## config.mk

```make
export PLATFORM = sky130hd
export DESIGN_NAME = ram_loader
export DESIGN_NICKNAME = d
export VERILOG_FILES = /design/src/rtl/ram_loader_pkg.sv /design/src/rtl/ram_loader_byte_packer.sv /design/src/rtl/ram_loader.sv
export SDC_FILE = /design/constraint.sdc
export NUM_CORES = 1
export LEC_CHECK = 0
export CORE_ASPECT_RATIO = 0.5
export CORE_MARGIN = 1
export CORE_UTILIZATION = 28
export CTS_BUF_LIST = sky130_fd_sc_hd__clkbuf_8
export CTS_CLUSTER_DIAMETER = 200
export CTS_CLUSTER_SIZE = 30
export DETAILED_ROUTE_END_ITERATION = 7
export DONT_BUFFER_PORTS = 1
export PLACE_DENSITY = 0.48
export SLEW_MARGIN = 10
export SYNTH_ARGS = -nofsm -noshare
export SYNTH_HDL_FRONTEND = slang
export SYNTH_SLANG_ARGS = --single-unit
```

## constraint.sdc

```tcl
create_clock -name clk -period 3.71 [get_ports clk]
set_clock_uncertainty 0.2 [all_clocks]
set_input_delay 0.5565 -clock clk [delete_from_list [all_inputs] [get_ports clk]]
set_output_delay 0.5565 -clock clk [all_outputs]
set_load 0.005 [all_outputs]
```

## src/rtl/ram_loader_pkg.sv

```systemverilog
// ----------------------------------------------------------------------------
// ram_loader_pkg
// Shared definitions for the table-RAM writer: FSM state encoding, default
// command bytes and the RAM geometry (256 words x 32 bits).
// ----------------------------------------------------------------------------
package ram_loader_pkg;

    localparam int RAM_ADDR_W = 8;
    localparam int RAM_DATA_W = 32;

    localparam logic [7:0] CMD_LOAD_DEF = 8'hA5;
    localparam logic [7:0] CMD_REF_DEF  = 8'h5A;

    typedef enum logic [2:0] {
        ST_IDLE,
        ST_ADDR,
        ST_COUNT,
        ST_DATA,
        ST_REF_LO,
        ST_REF_HI
    } state_t;

endpackage

```

## src/rtl/ram_loader_byte_packer.sv

```systemverilog
// ----------------------------------------------------------------------------
// ram_loader_byte_packer
// Assembles four consecutive bytes little-endian into one 32-bit word.
//
// Ports:
//   clk       in   system clock
//   rst_n     in   asynchronous active-low reset
//   clear     in   return the byte index to 0 (held while not in a data phase)
//   byte_vld  in   byte_in is a payload byte this cycle
//   byte_in   in   payload byte
//   word_o    out  assembled word; valid only while word_rdy is high
//   word_rdy  out  the current byte completes a word (combinational)
// ----------------------------------------------------------------------------
module ram_loader_byte_packer
    import ram_loader_pkg::*;
(
    input  logic                  clk,
    input  logic                  rst_n,
    input  logic                  clear,
    input  logic                  byte_vld,
    input  logic [7:0]            byte_in,
    output logic [RAM_DATA_W-1:0] word_o,
    output logic                  word_rdy
);

    logic [1:0]  idx_q, idx_d;
    logic [23:0] low_q, low_d;

    always_comb begin
        idx_d = idx_q;
        low_d = low_q;
        if (clear) begin
            idx_d = 2'd0;
        end else if (byte_vld) begin
            // 2-bit index wraps 3 -> 0 on its own after the word completes
            idx_d = idx_q + 2'd1;
            case (idx_q)
                2'd0:    low_d[7:0]   = byte_in;
                2'd1:    low_d[15:8]  = byte_in;
                2'd2:    low_d[23:16] = byte_in;
                default: low_d        = low_q;
            endcase
        end
    end

    always_ff @(posedge clk or negedge rst_n) begin
        if (!rst_n) begin
            idx_q <= 2'd0;
            low_q <= 24'd0;
        end else begin
            idx_q <= idx_d;
            low_q <= low_d;
        end
    end

    // The top byte is taken straight from the input so the word is complete
    // in the cycle its last byte arrives, letting W register one edge later.
    assign word_o   = {byte_in, low_q};
    assign word_rdy = byte_vld && !clear && (idx_q == 2'd3);

endmodule

```

## src/rtl/ram_loader.sv

```systemverilog
// ----------------------------------------------------------------------------
// ram_loader
// Writer side of the 256x32 table RAM. Parses framed commands from a serial
// byte stream:
//   CMD_LOAD, start address, count N (0 = 256), 4*N payload bytes
//   CMD_REF,  ref low byte, ref high byte
// and turns them into registered RAM word writes / reference-register writes.
// An inter-byte timeout aborts truncated frames.
//
// Ports:
//   clk        in   system clock, all logic on posedge
//   rst_n      in   asynchronous active-low reset
//   Rx_Data    in   received byte
//   Rx_Valid   in   one-cycle strobe qualifying Rx_Data
//   Address_w  out  RAM write address (held between writes)
//   W          out  RAM word write strobe, one cycle
//   W_ref      out  reference register write strobe, one cycle
//   Data_I     out  write data (reference uses [15:0]), held between writes
//   Busy       out  a frame is in progress
//   Done       out  one-cycle pulse on frame completion
//   Err        out  one-cycle pulse on abort (timeout or bad command)
// ----------------------------------------------------------------------------
module ram_loader
    import ram_loader_pkg::*;
#(
    parameter int         TIMEOUT_CYC = 50000,
    parameter logic [7:0] CMD_LOAD    = CMD_LOAD_DEF,
    parameter logic [7:0] CMD_REF     = CMD_REF_DEF
)
(
    input  logic                  clk,
    input  logic                  rst_n,
    input  logic [7:0]            Rx_Data,
    input  logic                  Rx_Valid,
    output logic [RAM_ADDR_W-1:0] Address_w,
    output logic                  W,
    output logic                  W_ref,
    output logic [RAM_DATA_W-1:0] Data_I,
    output logic                  Busy,
    output logic                  Done,
    output logic                  Err
);

    localparam int TO_W = $clog2(TIMEOUT_CYC + 1);
    localparam logic [TO_W-1:0] TMO_MAX  = TO_W'(TIMEOUT_CYC);
    localparam logic [TO_W-1:0] TMO_LAST = TO_W'(TIMEOUT_CYC - 1);

    state_t                  state_q, state_d;
    logic [RAM_ADDR_W-1:0]   cur_addr_q, cur_addr_d;
    logic [RAM_ADDR_W-1:0]   addr_w_q, addr_w_d;
    logic [8:0]              cnt_q, cnt_d;
    logic [7:0]              ref_lo_q, ref_lo_d;
    logic [RAM_DATA_W-1:0]   data_q, data_d;
    logic                    w_q, w_d;
    logic                    wref_q, wref_d;
    logic                    busy_q, busy_d;
    logic                    done_q, done_d;
    logic                    err_q, err_d;
    logic [TO_W-1:0]         tmo_q, tmo_d;

    logic                    pk_clear;
    logic                    pk_vld;
    logic [RAM_DATA_W-1:0]   pk_word;
    logic                    pk_rdy;
    logic                    tmo_expire;

    assign pk_clear = (state_q != ST_DATA);
    assign pk_vld   = Rx_Valid && (state_q == ST_DATA);

    ram_loader_byte_packer u_packer (
        .clk      (clk),
        .rst_n    (rst_n),
        .clear    (pk_clear),
        .byte_vld (pk_vld),
        .byte_in  (Rx_Data),
        .word_o   (pk_word),
        .word_rdy (pk_rdy)
    );

    // Fires on the TIMEOUT_CYC-th consecutive idle cycle inside a frame.
    assign tmo_expire = (state_q != ST_IDLE) && !Rx_Valid && (tmo_q == TMO_LAST);

    always_comb begin
        state_d    = state_q;
        cur_addr_d = cur_addr_q;
        addr_w_d   = addr_w_q;
        cnt_d      = cnt_q;
        ref_lo_d   = ref_lo_q;
        data_d     = data_q;
        w_d        = 1'b0;
        wref_d     = 1'b0;
        done_d     = 1'b0;
        err_d      = 1'b0;
        busy_d     = busy_q;
        tmo_d      = tmo_q;

        if (state_q == ST_IDLE || Rx_Valid) begin
            tmo_d = '0;
        end else if (tmo_q != TMO_MAX) begin
            tmo_d = tmo_q + TO_W'(1);
        end

        // Busy drops the cycle after Done/Err; a command byte accepted in
        // that same cycle overrides this below and keeps Busy high.
        if (done_q || err_q) begin
            busy_d = 1'b0;
        end

        case (state_q)
            ST_IDLE: begin
                if (Rx_Valid) begin
                    if (Rx_Data == CMD_LOAD) begin
                        state_d = ST_ADDR;
                        busy_d  = 1'b1;
                    end else if (Rx_Data == CMD_REF) begin
                        state_d = ST_REF_LO;
                        busy_d  = 1'b1;
                    end else begin
                        err_d = 1'b1;
                    end
                end
            end
            ST_ADDR: begin
                if (Rx_Valid) begin
                    cur_addr_d = Rx_Data;
                    state_d    = ST_COUNT;
                end
            end
            ST_COUNT: begin
                if (Rx_Valid) begin
                    cnt_d   = (Rx_Data == 8'd0) ? 9'd256 : {1'b0, Rx_Data};
                    state_d = ST_DATA;
                end
            end
            ST_DATA: begin
                if (pk_rdy) begin
                    w_d        = 1'b1;
                    data_d     = pk_word;
                    addr_w_d   = cur_addr_q;
                    cur_addr_d = cur_addr_q + 8'd1;
                    cnt_d      = cnt_q - 9'd1;
                    if (cnt_q == 9'd1) begin
                        done_d  = 1'b1;
                        state_d = ST_IDLE;
                    end
                end
            end
            ST_REF_LO: begin
                if (Rx_Valid) begin
                    ref_lo_d = Rx_Data;
                    state_d  = ST_REF_HI;
                end
            end
            ST_REF_HI: begin
                if (Rx_Valid) begin
                    data_d  = {16'h0000, Rx_Data, ref_lo_q};
                    wref_d  = 1'b1;
                    done_d  = 1'b1;
                    state_d = ST_IDLE;
                end
            end
            default: begin
                state_d = ST_IDLE;
            end
        endcase

        // Abort only happens on a cycle without Rx_Valid, so no strobe can
        // have been requested above; the partial word is simply dropped.
        if (tmo_expire) begin
            state_d = ST_IDLE;
            err_d   = 1'b1;
        end
    end

    always_ff @(posedge clk or negedge rst_n) begin
        if (!rst_n) begin
            state_q    <= ST_IDLE;
            cur_addr_q <= '0;
            addr_w_q   <= '0;
            cnt_q      <= '0;
            ref_lo_q   <= '0;
            data_q     <= '0;
            w_q        <= 1'b0;
            wref_q     <= 1'b0;
            busy_q     <= 1'b0;
            done_q     <= 1'b0;
            err_q      <= 1'b0;
            tmo_q      <= '0;
        end else begin
            state_q    <= state_d;
            cur_addr_q <= cur_addr_d;
            addr_w_q   <= addr_w_d;
            cnt_q      <= cnt_d;
            ref_lo_q   <= ref_lo_d;
            data_q     <= data_d;
            w_q        <= w_d;
            wref_q     <= wref_d;
            busy_q     <= busy_d;
            done_q     <= done_d;
            err_q      <= err_d;
            tmo_q      <= tmo_d;
        end
    end

    assign Address_w = addr_w_q;
    assign W         = w_q;
    assign W_ref     = wref_q;
    assign Data_I    = data_q;
    assign Busy      = busy_q;
    assign Done      = done_q;
    assign Err       = err_q;

endmodule

```

After elaboration in Yosys (flattened, before gate mapping)
Cells that the tools add are included.

Register bits after elaboration: 115. Input bits: 11. Output and inout port bits: 45. Word-level logic and storage cells: 116.

$add $sub $neg: 4. Equal/unequal tests: 26. Mux-type cells: 42. Bitwise logic cells: 1. Reductions and logical operators: 27.

Operators with widths (number): $mux W32 (2); $pmux W32 S2 (1); $mux W16 (2); $mux W3 (10); $mux W9 (3); $ne A3 B3 Y1 const B (6); $pmux W3 S6 (1); $pmux W9 S2 (1); $reduce_and A3 Y1 (6); $add A16 B1 Y16 const B (1); $eq A16 B16 Y1 const B (1); $mux W1 (16); $mux W8 (2); $ne A16 B16 Y1 const B (1); $pmux W8 S2 (1); $reduce_bool A2 Y1 (5); $eq A9 B1 Y1 const B (1); $sub A9 B1 Y9 const B (1); $add A8 B1 Y8 const B (1); $eq A8 B7 Y1 const B (1); $eq A8 B8 Y1 const B (1); $logic_not A8 Y1 (1); $ne A2 B2 Y1 const B (4); $reduce_and A8 Y1 (1); other kinds (18) (30).

Depth between registers and ports, before layout
Depth after elaboration: 7. Gate-level depth with buffers: 7. Gate-level depth less buffers: 6.

Cells and area by module
Synthesis repeated with hierarchy kept, for this count alone.

Cell total of the unflattened synthesis: 514. Area total of the unflattened synthesis: 5504.0 µm².

Modules (own cells, without submodules): ram_loader (times used 1, cells each 441, area each 4354.2 µm², seq. area each 2227.1 µm²); ram_loader_byte_packer (times used 1, cells each 73, area each 1149.9 µm², seq. area each 650.6 µm²).

Worst setup path after synthesis
No wires, ideal clock.

Path type: input -> register. From: input port Rx_Data[5]. To: register state_q[2]. Setup time: 0.065 ns. Arrival: 1.776 ns. Data required time: 3.445 ns. Path slack: 1.669 ns. Stages: 4. Path buffers: 1. Cell sequence: clkbuf_1 or4_1 a2111oi_0 o211a_1.

Cells in the longest elaborated chain, start to end: 5. Elaborated cells on any way between the ends: 8. Those cells by class: 3 x eq/ne; 4 x mux; 1 x reduce/logical.

Ends and longest elaborated chain: start: declaration (RTL line ram_loader.sv:33) `input logic [7:0] Rx_Data,`; $eq A8 B8 Y1 (RTL line ram_loader.sv:112) `if (Rx_Data == CMD_LOAD) begin`; $mux W3 (RTL line ram_loader.sv:112); $mux W3 (RTL line ram_loader.sv:111) `if (Rx_Valid) begin`; $pmux W3 S6 (RTL line ram_loader.sv:109) `case (state_q)`; $mux W3 (RTL line ram_loader.sv:169) `if (tmo_expire) begin`; end signal: assignment (RTL line ram_loader.sv:190) `state_q <= state_d;`; end: declaration (RTL line ram_loader.sv:48) `state_t state_q, state_d;`.

Several ways; a longest one is shown, not always the timed one. The select of a mux whose other input is x is not followed. A chain may end at the register's enable or synchronous reset.

Final worst setup path
From: register state_q[1]. To: register data_q[20] (netlist: Data_I[20]).

Cells in the longest elaborated chain, start to end: 6. Elaborated cells on any way between the ends: 12. Those cells by class: 5 x eq/ne; 1 x mux; 6 x reduce/logical.

Ends and longest elaborated chain: $eq A3 B2 Y1 / $ne A3 B2 Y1 (equally long branches) (RTL line ram_loader.sv:68, ram_loader.sv:109, ram_loader.sv:67); $logic_and A1 B1 Y1 / $logic_not A1 Y1 (equally long branches) (RTL line ram_loader.sv:68, ram_loader_byte_packer.sv:59); $logic_and A1 B1 Y1 (2 in series) (RTL line ram_loader_byte_packer.sv:59) `assign word_rdy = byte_vld && !clear && (idx_q == 2'd3);`; $ne A2 B2 Y1 (no source line); $reduce_and A3 Y1 (no source line); end signal: assignment (RTL line ram_loader.sv:195) `data_q <= data_d;`; end: declaration (RTL line ram_loader.sv:53) `logic [RAM_DATA_W-1:0] data_q, data_d;`.

Several ways; a longest one is shown, not always the timed one.

==> results.toml <==
[status]
status = "completed"

[timing]
fmax_ghz = 0.432
worstMarginPinSlew_ps = 890
report.final.hold_viol_count = 0
slew-limit-headroom_pct = 40.7
final.setup.tns_ps = 0
rsz0062_at_grt = "false"
setup_viol = 0
finalCriticalPeriod_ps = 2310
drv_slew = 0
period_share_pct = 62.4
holdWs_ps = 49.6
worst_slack_ps = 1400

[final_layout]
final_common_cell = "dfrtp_1"
diodes = 0
area.growth.synth_to_final_pct = 12.3
final_cells = 774
drive_gt1_share_pct = 16.9
stdcell_area_um2 = 6020
final_cell_mix = "dfrtp_1, nand2_1, o21ai_0, mux2_2, nor2_1"
final_nets = 522

[placed_design]
dp_slack_ps = 1420
dp_hpwl_um = 8070
dp_cells = 740
placed_area_um2 = 5580
port_buffers = 0
place_congestion = 0.748

[power_and_ir_drop]
power_density_nw_per_um2 = 710
leakage_nw = 2.65
internal-power_w = 0.00280
vdd_ir_drop_max_v = 0.000201
swShare_pct = 34.6
p_clk_share_pct = 27.8
p_sw_w = 0.00148
power_frac_comb_pct = 23.7
power_frac_seq_pct = 48.5

[yosys]
yosys_register_bits = 115
synthCells = 510
synth-main-ff-cell = "dfrtp_1"
syn-num-nets = 530
ys_seq_area_share_pct = 53.6
synthArstFlopShare_pct = 100
ys_warn_count = 0
avgSynthCellArea_um2 = 10.5
ys_types = 55
synth-edff-count = 0
synth_area_um2 = 5370

[setup_path]
crit_type = "reg -> reg"
crit_path_end_kind = "flip-flop"
cp-start-kind = "flip-flop"
cp_max_fo = 64
critPathArrivalTime_ps = 2400
critPathLaunch = "state_q[1]"
reg2reg_depth = 4
crit_required_ps = 3790
cp-endpoint = "Data_I[20]"
reg2reg_from = "state_q[1]"
rr_endpoint = "Data_I[20]"
reg2reg_setup_slack_ps = 1400

[floorplan]
die_x_um = 198
die_area_um2 = 19800
initial_core_util_pct = 28.9
die_h_um = 99.9
floorplan.rows = 35
io-pin-count = 56
coreArea_um2 = 18600

[drt]
wl_per_cell_um = 16.6
first_pass_iters = 5
dr.first_iter.drc_count = 247
finalWirelength_um = 12900
drc_errors = 0
drtAntennaViolNets = 0
viasPerCell = 4.80
dr_total_vias = 3716

[global_routing]
grt_max_degree = 116
grt_overflow_total = 0
grt_pass1_vias = 3572
grt_pass1_wl_um = 20800
antenna_found_initial = 0
grt_usage_pct = 13.7

[clocking]
h-tree-depth = 4
clkSinkCount = 115
clockBufferDepth = 2
clk_pin_slew_ps = 80
cts_tree = "built"
cts_inserted_buffers = 17
insertion_delay_ps = 430
cts.root.buffer_cell = "clkbuf_8"

[hold_path]
hold_class = "in -> reg"

[flow_run]
drv_cap = 0
[Yosys cell counts (6+ instances only)]
cell type  instances  area [um2]
xnor2_1            9        78.8
buf_2             10        50.1
o21ai_0           49         245
and3_1             6        37.5
mux2_2            40         450
clkbuf_1          20        75.1
nor2_1            30         113
or3_1              7        43.8
nand4_1            7        43.8
ha_1               9         113
nand2_1           70         263
a31oi_1            6        37.5
inv_1             15        56.3
mux2i_1           19         190
nand3_1           10        50.1
dfrtp_1          115        2880
a21oi_1           20         100
[sequential cells by signal, indices dropped and copies added, names as in the netlist]
signal,count
Data_I,32
u_packer.low_q,24
tmo_q,16
cnt_q,9
Address_w,8
cur_addr_q,8
ref_lo_q,8
state_q,3
u_packer.idx_q,2
Busy,1
Done,1
Err,1
W,1
W_ref,1
[cells by family (layout without fill, tap and decap cells)]
group                    Yosys count  in the layout  synth area share, %
XOR/XNOR                          10             10                 1.63
AND/OR/NAND/NOR                  166            166                 15.4
buffers and inverters             47             52                 3.59
AO/OA/AOI/OAI                    104            104                 11.7
adder cells (fa/ha/maj)            9              9                 2.10
multiplexers                      59             59                 11.9
flip-flops                       115            115                 53.6
[layout make-up]
cell class                      instances  area [um2]
Clock buffer                           18         248
Clock inverter                         14         155
Fill cell                            1917       12500
Inverter                               15        56.3
Multi-Input combinational cell        348        2300
Sequential cell                       115        2880
Tap cell                              259         324
Timing Repair Buffer                    5        60.1
[critical path: stages, from the launching register on]
cell and delay (ps):
dfrtp_1 630, and3b_1 440, o21ai_4 210, buf_4 480, o21ai_0 190
[per-stage QoR]
stage	total power, W	utilization (%)
2_1_floorplan	0.00282	-
3_3_place_gp	0.00307	30.1
3_5_place_dp	0.00310	30.1
4_1_cts	0.00434	32.4
5_1_grt	0.00461	32.4
6_report	0.00428	32.4
[timing repair]
action	in CTS	in global routing
endpoints found under the hold margin	115	0
gates resized for setup	0	0
hold buffers	2	0
buffers inserted	0	0
[power groups by stage]
| stage | sequential [W] | combinational [W] | clock [W] |
|---|---|---|---|
| 2_1_floorplan | 0.00195 | 0.000870 | 0 |
| 3_3_place_gp | 0.00210 | 0.000970 | 0 |
| 3_5_place_dp | 0.00211 | 0.000989 | 0 |
| 4_1_cts | 0.00209 | 0.00103 | 0.00122 |
| 5_1_grt | 0.00215 | 0.00118 | 0.00127 |
| 6_report | 0.00207 | 0.00101 | 0.00119 |
[metal layers]
metal | track usage, % | vias up | routed length (um)
met2 | 20.4 | 67 | 5750
met4 | 4.47 | 0 | 57
met3 | 3.56 | 4 | 686
met5 | 0 | - | 0
met1 | 19.2 | 1856 | 6380
li1 | - | 1789 | -
[how the worst min path moves through the flow]
stage / startpoint / end / slack, ps / cells after the start
floorplan: rst_n / Address_w[0] / 60 / 0
global placement: rst_n / Data_I[4] / 70 / 0
detailed placement: rst_n / u_packer.low_q[4] / 60 / 0
CTS: Rx_Data[1] / Data_I[25] / 20 / 2
global route: Rx_Data[0] / Data_I[24] / 30 / 2
finish: Rx_Data[1] / Data_I[25] / 50 / 2
No activity file was read; power rests on OpenSTA's default activity.
